**config.mk**
```make
export PLATFORM = sky130hd
export DESIGN_NAME = sha1_search_ctrl
export DESIGN_NICKNAME = d
export VERILOG_FILES = /design/src/rtl/sha1_search_ctrl_pkg.sv /design/src/rtl/sha1_search_ctrl_bcd_add_const.sv /design/src/rtl/sha1_search_ctrl.sv
export SDC_FILE = /design/constraint.sdc
export NUM_CORES = 1
export LEC_CHECK = 0
export ABC_AREA = 1
export CORE_MARGIN = 2
export CORE_UTILIZATION = 59
export CTS_BUF_LIST = sky130_fd_sc_hd__clkbuf_4 sky130_fd_sc_hd__clkbuf_8
export DETAILED_ROUTE_END_ITERATION = 12
export MAX_ROUTING_LAYER = met4
export PLACE_DENSITY = 0.83
export REMOVE_ABC_BUFFERS = 1
export SYNTH_ARGS = -nofsm -noshare
export SYNTH_HDL_FRONTEND = slang
export SYNTH_SLANG_ARGS = --single-unit
```
**constraint.sdc**
```tcl
create_clock -name clk -period 23.5 [get_ports clk]
set_clock_uncertainty 0.1 [all_clocks]
set_input_delay 7.05 -clock clk [delete_from_list [all_inputs] [get_ports clk]]
set_output_delay 7.05 -clock clk [all_outputs]
set_load 0.1 [all_outputs]
```
**src/rtl/sha1_search_ctrl_pkg.sv**
```systemverilog
// Shared definitions for the SHA1 search job sequencer: nonce geometry,
// controller state encoding and the single-digit BCD adder.
package sha1_search_ctrl_pkg;

    localparam int NONCE_DIGITS = 15;
    localparam int NONCE_W      = 4 * NONCE_DIGITS;

    typedef enum logic [1:0] {
        ST_IDLE   = 2'd0,
        ST_RUN    = 2'd1,
        ST_DRAIN  = 2'd2,
        ST_REPORT = 2'd3
    } state_e;

    // Returns {carry, digit}; inputs are assumed to be valid BCD digits.
    function automatic logic [4:0] bcd_digit_add(input logic [3:0] a,
                                                 input logic [3:0] b,
                                                 input logic       cin);
        logic [4:0] s;
        s = {1'b0, a} + {1'b0, b} + {4'b0000, cin};
        if (s > 5'd9) begin
            return {1'b1, 4'(s - 5'd10)};
        end
        return {1'b0, s[3:0]};
    endfunction

endpackage

```
**src/rtl/sha1_search_ctrl_bcd_add_const.sv**
```systemverilog
// Combinational addition of a small constant (one BCD digit) to a multi-digit
// BCD value, with decimal carry rippling through every digit.
module bcd_add_const
    import sha1_search_ctrl_pkg::*;
#(
    parameter int DIGITS = NONCE_DIGITS
) (
    input  logic [4*DIGITS-1:0] value_i,
    input  logic [3:0]          addend_i,
    output logic [4*DIGITS-1:0] sum_o,
    output logic                carry_o
);

    logic       c;
    logic [4:0] r;

    always_comb begin
        c     = 1'b0;
        r     = '0;
        sum_o = '0;
        for (int d = 0; d < DIGITS; d++) begin
            r = bcd_digit_add(value_i[4*d +: 4], (d == 0) ? addend_i : 4'd0, c);
            sum_o[4*d +: 4] = r[3:0];
            c = r[4];
        end
        carry_o = c;
    end

endmodule

```
**src/rtl/sha1_search_ctrl.sv**
```systemverilog
// Multi-lane SHA1 search job sequencer: issues BCD base nonces, tracks them
// through the fixed hash latency and reports one found/exhausted result per job.
module sha1_search_ctrl
    import sha1_search_ctrl_pkg::*;
#(
    parameter int LANES        = 2,
    parameter int PIPE_LATENCY = 82
) (
    input  logic               clk,
    input  logic               rst,
    input  logic               job_valid,
    output logic               job_ready,
    input  logic [NONCE_W-1:0] job_start,
    input  logic [NONCE_W-1:0] job_end,
    input  logic               abort,
    output logic [NONCE_W-1:0] tx_nonce,
    output logic               tx_nonce_valid,
    input  logic [LANES-1:0]   rx_match,
    output logic               result_valid,
    output logic               result_found,
    output logic [NONCE_W-1:0] result_nonce,
    input  logic               result_ack,
    output logic [NONCE_W-1:0] progress_nonce
);

    state_e state_q, state_d;
    logic [NONCE_W-1:0] base_q, base_d, end_q, end_d, retire_q, retire_d;
    logic [NONCE_W-1:0] progress_q, progress_d, res_nonce_q, res_nonce_d;
    logic               res_found_q, res_found_d;
    logic [PIPE_LATENCY-1:0] pipe_q, pipe_d, pipe_shift;

    logic [NONCE_W-1:0] base_next, retire_next, hit_nonce;
    logic               base_cy, retire_cy, issue, retired, active, hit;
    logic [NONCE_W-1:0] lane_nonce [LANES];
    logic [LANES-1:0]   lane_cy, lane_ok, lane_hit;

    assign active  = (state_q == ST_RUN) || (state_q == ST_DRAIN);
    assign issue   = (state_q == ST_RUN);
    assign retired = pipe_q[PIPE_LATENCY-1];

    bcd_add_const #(.DIGITS(NONCE_DIGITS)) u_issue_step (
        .value_i(base_q), .addend_i(4'(LANES)), .sum_o(base_next), .carry_o(base_cy)
    );

    bcd_add_const #(.DIGITS(NONCE_DIGITS)) u_retire_step (
        .value_i(retire_q), .addend_i(4'(LANES)), .sum_o(retire_next), .carry_o(retire_cy)
    );

    // A lane past job_end (or past the top of the nonce space) never qualifies.
    for (genvar l = 0; l < LANES; l++) begin : g_lane
        bcd_add_const #(.DIGITS(NONCE_DIGITS)) u_lane (
            .value_i(retire_q), .addend_i(4'(l)), .sum_o(lane_nonce[l]), .carry_o(lane_cy[l])
        );
        assign lane_ok[l] = retired && active && !lane_cy[l] && (lane_nonce[l] <= end_q);
    end

    assign lane_hit = rx_match & lane_ok;
    assign hit      = |lane_hit;

    always_comb begin
        hit_nonce = '0;
        for (int l = LANES - 1; l >= 0; l--) begin
            if (lane_hit[l]) hit_nonce = lane_nonce[l];
        end
    end

    always_comb begin
        pipe_shift    = '0;
        pipe_shift[0] = issue;
        for (int i = 1; i < PIPE_LATENCY; i++) pipe_shift[i] = pipe_q[i-1];
    end

    always_comb begin
        state_d     = state_q;
        base_d      = base_q;
        end_d       = end_q;
        retire_d    = retire_q;
        progress_d  = progress_q;
        res_found_d = res_found_q;
        res_nonce_d = res_nonce_q;
        pipe_d      = pipe_shift;

        // Hold at the top of the nonce space instead of wrapping to zero.
        if (active && retired) begin
            progress_d = retire_q;
            if (!retire_cy) retire_d = retire_next;
        end

        case (state_q)
            ST_IDLE: begin
                if (job_valid) begin
                    base_d   = job_start;
                    end_d    = job_end;
                    retire_d = job_start;
                    state_d  = ST_RUN;
                end
            end
            ST_RUN, ST_DRAIN: begin
                if (abort) begin
                    state_d = ST_IDLE;
                    pipe_d  = '0;
                end else if (hit) begin
                    state_d     = ST_REPORT;
                    res_found_d = 1'b1;
                    res_nonce_d = hit_nonce;
                    pipe_d      = '0;
                end else if (state_q == ST_RUN) begin
                    base_d = base_next;
                    if (base_cy || (base_next > end_q)) state_d = ST_DRAIN;
                end else if (pipe_shift == '0) begin
                    state_d     = ST_REPORT;
                    res_found_d = 1'b0;
                    res_nonce_d = end_q;
                end
            end
            ST_REPORT: begin
                if (result_ack) state_d = ST_IDLE;
            end
            default: state_d = ST_IDLE;
        endcase
    end

    always_ff @(posedge clk) begin
        if (rst) begin
            state_q     <= ST_IDLE;
            base_q      <= '0;
            end_q       <= '0;
            retire_q    <= '0;
            progress_q  <= '0;
            res_found_q <= 1'b0;
            res_nonce_q <= '0;
            pipe_q      <= '0;
        end else begin
            state_q     <= state_d;
            base_q      <= base_d;
            end_q       <= end_d;
            retire_q    <= retire_d;
            progress_q  <= progress_d;
            res_found_q <= res_found_d;
            res_nonce_q <= res_nonce_d;
            pipe_q      <= pipe_d;
        end
    end

    assign job_ready      = (state_q == ST_IDLE);
    assign tx_nonce_valid = issue;
    assign tx_nonce       = base_q;
    assign result_valid   = (state_q == ST_REPORT);
    assign result_found   = res_found_q;
    assign result_nonce   = res_nonce_q;
    assign progress_nonce = progress_q;

endmodule

```
==> results of run 1 <==
-- layer usage --
| layer | vias up | part of all wire |
|---|---|---|
| met1 | 12800 | 0.41 |
| met5 | - | 0 |
| met3 | 263 | 0.099 |
| met4 | 0 | 0.046 |
| li1 | 13500 | - |
| met2 | 1327 | 0.45 |
-- synth_stat cells (2+ instances only) --
master | instances | area [sq um]
a211oi_1 | 2 | 15.0
a21o_1 | 23 | 173
a21oi_1 | 319 | 1600
a32o_1 | 19 | 190
and3_1 | 6 | 37.5
buf_1 | 8 | 30.0
buf_2 | 25 | 125
buf_4 | 17 | 128
buf_6 | 9 | 101
clkbuf_1 | 130 | 488
dfxtp_1 | 385 | 7710
ha_1 | 402 | 5030
inv_1 | 390 | 1460
inv_2 | 4 | 15.0
mux2i_1 | 40 | 400
nand2_1 | 883 | 3310
nand2_2 | 2 | 12.5
nand2_4 | 2 | 22.5
nand3_1 | 234 | 1170
nand4_1 | 32 | 200
nor2_1 | 384 | 1440
nor3_1 | 37 | 185
nor4_1 | 19 | 119
o211a_1 | 13 | 130
o211ai_1 | 66 | 495
o21a_1 | 13 | 97.6
o21ai_0 | 239 | 1200
o21bai_1 | 2 | 15.0
o22ai_1 | 3 | 18.8
o31ai_1 | 15 | 113
or2_2 | 5 | 31.3
xnor2_1 | 64 | 561
xor2_1 | 152 | 1330
-- cell families after synthesis --
family | share of synthesized area
muxes | 0.0143
xor gates and xnor gates | 0.0680
DFF | 0.275
adders and majority gates | 0.179
and+or+nand+nor | 0.235
buffers and inverters | 0.0839
AOI/OAI and AO/OA | 0.145
-- final cells by class --
class                           count  area [sq um]  area share
Tap cell                          607           759      0.0227
Sequential cell                   385          7710       0.231
Antenna cell                        1          2.50   0.0000749
Clock inverter                     21           274     0.00821
Multi-Input combinational cell   2989         18400       0.552
Inverter                          395          1500      0.0448
Timing Repair Buffer              343          3460       0.104
Clock buffer                       97          1250      0.0374
-- cells in the final DEF (no fill, tap or decap), drive strengths merged, types with 6 or more instances in the layout --
master	n
and3	6
xor2	152
nand4	32
xnor2	65
clkinvlp	7
o31ai	16
nor3	37
clkdlybuf4s50	309
o21a	13
o21ai	241
nor4	19
a32o	19
nand3	239
clkbuf	99
nor2	386
a21oi	319
mux2i	40
nand2	887
o211ai	66
clkinv	8
buf	32
ha	402
a21o	23
inv	395
o211a	13
bufinv	6
dfxtp	385
-- state kept, by name, indices dropped and copies added, names as in the netlist --
register / cells
tx_nonce: 60
result_nonce: 60
retire_q: 60
result_found: 1
state_q: 2
pipe_q: 82
end_q: 60
progress_nonce: 60
-- per-stage QoR --
step	total power [mW]	util	setup TNS [ns]
final	4.62	0.714	0
after global routing	4.93	0.714	-0.0890
after CTS	4.49	0.704	0
after detailed placement	3.75	0.669	-105.11
after global placement	3.69	0.669	0
after floorplan	2.98	-	0
-- power by group through the flow --
stage / Combinational [mW] / Clock (mW) / Sequential (mW)
after detailed placement: 2.78 / 0 / 0.967
after floorplan: 1.52 / 0 / 1.47
final: 2.94 / 0.711 / 0.968
after global routing: 3.20 / 0.744 / 0.983
after global placement: 2.73 / 0 / 0.965
after CTS: 2.82 / 0.714 / 0.955
-- worst max-delay path, delay by kind of cell (launching register included) --
kind,cells,cell delay [ns]
compound gates,30,5.87
xor+xnor,14,3.67
fa+ha+maj,42,9.42
buf+inv,15,1.14
flops,1,0.48
simple gates,18,1.30
-- timing repair --
item                       in CTS  in global routing
gates cloned                    3                  3
hold endpoints to repair        0                  0
pin swaps                       2                  2
setup buffers                   2                  4
resized for setup               6                 80
setup endpoints to repair     202                263
-- how the worst max path moves through the flow --
stage                                  start                            end  slack, ns  cells past startpoint
finish                retire_q[2]$_SDFF_PP0_        retire_q[33]$_SDFF_PP0_       1.29                    119
global route        tx_nonce[1]$_SDFFE_PP0P_        state_q[0]$_SDFFE_PP0P_      -0.05                    115
CTS                   retire_q[1]$_SDFF_PP0_      tx_nonce[34]$_SDFFE_PP0P_       0.05                    108
detailed placement    retire_q[1]$_SDFF_PP0_  result_nonce[49]$_SDFFE_PP0P_      -0.83                    110
global placement      retire_q[1]$_SDFF_PP0_   result_nonce[9]$_SDFFE_PP0P_       0.22                    108
floorplan             retire_q[1]$_SDFF_PP0_       tx_nonce[1]$_SDFFE_PP0P_       1.40                    104
==> impl_metrics.toml, run 1 <==
[outcome]
status = "complete, no violations"

[power_and_ir_drop]
switching_share = 0.543
p_clk_frac = 0.154
power_switching_mw = 2.51
seq_power_share = 0.210
comb_power_share = 0.636
peakVddDrop_mv = 0.201
p_leak_nw = 15.2
intPower_mw = 2.11
cellPowerDensity_mw_per_mm2 = 138

[placed_design]
port_buffers = 310
gp_congestion = 0.956
dpl.cell_count = 4707
pre_cts_ws_ns = -0.827
place_area_sq_mm = 0.0313
dp_hpwl_mm = 60.5

[yosys]
synth-seq-cells = 385
ys_seq_area_frac = 0.275
ys_warn_count = 0
synth_cell_type_count = 43
synth-async-reset-ratio = 0
syn_inst = 3954
syn_area_sq_mm = 0.0281
synth_ff_type = "dfxtp_1"
synth_edf_count = 0
syn_avg_cell_area_sq_um = 7.10

[final_layout]
syn2layout_area_growth_pct = 19.0
finalNonFillerCells = 4838
drive_gt1_frac = 0.0553
final_cell_area_sq_mm = 0.0334
fillCellCount = 3867
layout.nets = 4711

[sta]
tightest_slew_ns = 1.23
finalWorstSetupSlack_ns = 1.29
slew_viol_final = 0
fin_crit_ns = 22.21
max_slew_margin = 0.178
fin_hold_ws_ns = 0.332
hold_viol_final = 0
fin_crit_sh = 0.945
max_freq_ghz = 0.0450
finalSetupViolations = 0

[cts]
cts_buffers = 68
cts_hold_buf = 0
cts_tree = "yes"
cts.htree.levels = 3
clk_path_buf_depth = 3
clkSlewWorstSetupHoldPaths_ns = 0.07
clock_latency_ns = 0.67
cts_root_buf = "clkbuf_8"
cts.sinks = 385

[routing]
drc = 0
drt_pass1_iterations = 6
wirelength_mm = 89.6
wl_per_cell_um = 18.5
vias = 28000
drt_first_iter_violations = 2877
viasPerCell = 5.78
ant_nets = 0

[setup_path]
crit_path_end_kind = "flop"
reg2reg_setup_slack_ns = 1.29
critPathArrivalTime_ns = 22.64
crit-reg2reg-launch = "retire_q[2]$_SDFF_PP0_"
worstRegToRegCells = 119
cp.required_ns = 23.93
critPathMaxFanout = 41
start_kind = "flop"
r2r_end = "retire_q[33]$_SDFF_PP0_"
crit_top_cell = "ha_1"
critPathSlowestCell = "dfxtp_1"
critPathMaxStageDelay_ns = 0.48
worst-setup-path-type = "flop to flop"

[global_routing]
use_met2 = 0.560
grt_pass1_vias = 25700
grt_pass1_wl_mm = 137
grt_use_met3 = 0.0649
grt_max_degree = 160
grt_overflow = 0
busiest_layer = "met2"
grt_antenna_before_repair = 1
grt_use_met1 = 0.448
grt_usage = 0.356

[die]
dieArea_sq_mm = 0.0493
num_rows = 79
start_util = 0.600
die_width_um = 222
core_area_sq_mm = 0.0468
die_h_um = 222
ios = 311

[hold_path]
hp-class = "flop to flop"
hold_depth = 2
hold_path_end = "pipe_q[32]$_SDFF_PP0_"
min_from = "pipe_q[31]$_SDFF_PP0_"

[flow_run]
max_cap_violations = 0
(Power assumes the default switching activity.)
==> run 2: changes to the inputs <==
--- a/config.mk
+++ b/config.mk
@@ -7,11 +7,12 @@
 export LEC_CHECK = 0
 export ABC_AREA = 1
 export CORE_MARGIN = 2
-export CORE_UTILIZATION = 59
+export CORE_UTILIZATION = 60
 export CTS_BUF_LIST = sky130_fd_sc_hd__clkbuf_4 sky130_fd_sc_hd__clkbuf_8
 export DETAILED_ROUTE_END_ITERATION = 12
+export DONT_BUFFER_PORTS = 1
 export MAX_ROUTING_LAYER = met4
-export PLACE_DENSITY = 0.83
+export PLACE_DENSITY = 0.76
 export REMOVE_ABC_BUFFERS = 1
 export SYNTH_ARGS = -nofsm -noshare
 export SYNTH_HDL_FRONTEND = slang
==> run 2 against run 1 <==
Worst setup slack improved by 0.041 ns. Core utilization decreased by 5.8 points. Clock power is essentially flat. Die area decreased by 1.6%. Power fell by 3.7%. Sequential power is 57% higher. Non-clock buffer count fell by 307. Via count decreased by 6.0%. Critical endpoint is now result_nonce[26]$_SDFFE_PP0P_. Global-route usage decreased by 0.44 points. Combinational power decreased by 24%. Maximum frequency grew 0.19%. Sequential share of layout area increased by 2.3 points.
==> impl_metrics.toml, run 2 (synthesized netlist as in run 1, its figures left out) <==
[global_routing]
grt_usage = 0.351
use_met2 = 0.547
grt_use_met1 = 0.434
grt_max_degree = 172
busiest_layer = "met2"
grt_pass1_vias = 24100
grt_overflow = 0
grt_use_met3 = 0.0881
grt_pass1_wl_mm = 130
grt_antenna_before_repair = 5

[placed_design]
gp_congestion = 0.924
place_area_sq_mm = 0.0282
pre_cts_ws_ns = -0.661
port_buffers = 0
dp_hpwl_mm = 58.1

[sta]
fin_hold_ws_ns = 0.333
tightest_slew_ns = 1.19
max_freq_ghz = 0.0451
finalWorstSetupSlack_ns = 1.33
slew_viol_final = 0
max_slew_margin = 0.203
hold_viol_final = 0
fin_crit_ns = 22.17
fin_crit_sh = 0.943
finalSetupViolations = 0

[routing]
drt_first_iter_violations = 2347
drt_pass1_iterations = 6
vias = 26300
viasPerCell = 5.79
ant_nets = 0
drc = 0
wl_per_cell_um = 18.9
wirelength_mm = 85.9

[cts]
clk_path_buf_depth = 3
clock_latency_ns = 0.70
cts_root_buf = "clkbuf_8"
cts_hold_buf = 0
cts_buffers = 70
cts.htree.levels = 3
cts.sinks = 385
cts_tree = "yes"
clkSlewWorstSetupHoldPaths_ns = 0.06

[setup_path]
worst-setup-path-type = "flop to flop"
cp.required_ns = 23.95
crit_path_end_kind = "flop"
start_kind = "flop"
critPathMaxFanout = 40
critPathMaxStageDelay_ns = 0.43
critPathArrivalTime_ns = 22.62
critPathSlowestCell = "dfxtp_2"
crit_top_cell = "ha_1"

[die]
dieArea_sq_mm = 0.0485
ios = 311
start_util = 0.605
core_area_sq_mm = 0.0464
num_rows = 79
die_width_um = 220
die_h_um = 220

[final_layout]
final_cell_area_sq_mm = 0.0304
regMostFlops = "pipe_q"
drive_gt1_frac = 0.0613
syn2layout_area_growth_pct = 8.38
fillCellCount = 4213
largest_register_ffs = 82
layout_common_cells = "nand2_1, ha_1, inv_1"
layout.nets = 4406
layout_commonest_cell = "nand2_1"

[outcome]
status = "complete, no violations"

[power_and_ir_drop]
peakVddDrop_mv = 0.200
cellPowerDensity_mw_per_mm2 = 146
p_leak_nw = 14.1
power_switching_mw = 2.48
switching_share = 0.558
intPower_mw = 1.97
comb_power_share = 0.498
seq_power_share = 0.342
p_clk_frac = 0.160

[flow_run]
max_cap_violations = 0

[hold_path]
hp-class = "flop to flop"
[run 2: metrics by stage]
step                 util  std cells  TNS (ns)  total power [mW]
global placement    0.609       4399         0              3.54
finish              0.656       4542         0              4.45
floorplan               -       3765         0              2.98
CTS                 0.644       4529         0              4.33
global route        0.656       4542     -7.62              4.77
detailed placement  0.609       4399    -91.45              3.59
[run 2: layer usage]
metal  part of all wire  wire length, um
met5                  0                0
met4              0.039             3370
met3              0.094             8040
met2               0.45            38400
met1               0.42            36000
[run 2: final timing paths]
check / from / endpoint / slack (ns) / cells after the start
hold reg to reg: pipe_q[64]$_SDFF_PP0_ / pipe_q[65]$_SDFF_PP0_ / 0.33 / 2
setup reg to reg: retire_q[1]$_SDFF_PP0_ / result_nonce[26]$_SDFFE_PP0P_ / 1.33 / 118
hold / removal: pipe_q[64]$_SDFF_PP0_ / pipe_q[65]$_SDFF_PP0_ / 0.33 / 2
setup / recovery: retire_q[1]$_SDFF_PP0_ / result_nonce[26]$_SDFFE_PP0P_ / 1.33 / 118
[run 2: layout make-up]
| class | count | area, sq um | area share |
|---|---|---|---|
| Antenna cell | 4 | 10.0 | 0.000329 |
| Clock buffer | 104 | 1320 | 0.0434 |
| Clock inverter | 22 | 241 | 0.00794 |
| Inverter | 395 | 1510 | 0.0497 |
| Multi-Input combinational cell | 2989 | 18400 | 0.607 |
| Sequential cell | 385 | 7720 | 0.254 |
| Tap cell | 607 | 759 | 0.0250 |
| Timing Repair Buffer | 36 | 405 | 0.0133 |
[run 2: critical path, delay by kind of cell (launching register included)]
family | cells | cell delay [ns]
fa+ha+maj | 44 | 9.72
flops | 1 | 0.43
buf+inv | 11 | 1.34
compound gates | 29 | 5.45
xor+xnor | 15 | 2.63
simple gates | 19 | 2.20
[run 2: power by group through the flow]
| stage | Combinational [mW] | Clock [mW] | Sequential [mW] |
|---|---|---|---|
| 5_1_grt | 2.48 | 0.747 | 1.54 |
| 2_1_floorplan | 1.52 | 0 | 1.47 |
| 3_5_place_dp | 2.07 | 0 | 1.52 |
| 3_3_place_gp | 2.03 | 0 | 1.52 |
| 4_1_cts | 2.10 | 0.719 | 1.51 |
| 6_report | 2.22 | 0.713 | 1.52 |
[run 2: what timing repair did]
item                                   CTS  global route
resized for setup                        5            79
pin swaps                                2             2
setup endpoints to repair              202           263
setup buffers                            0             7
endpoints found under the hold margin    0             0
gates cloned                             4             2
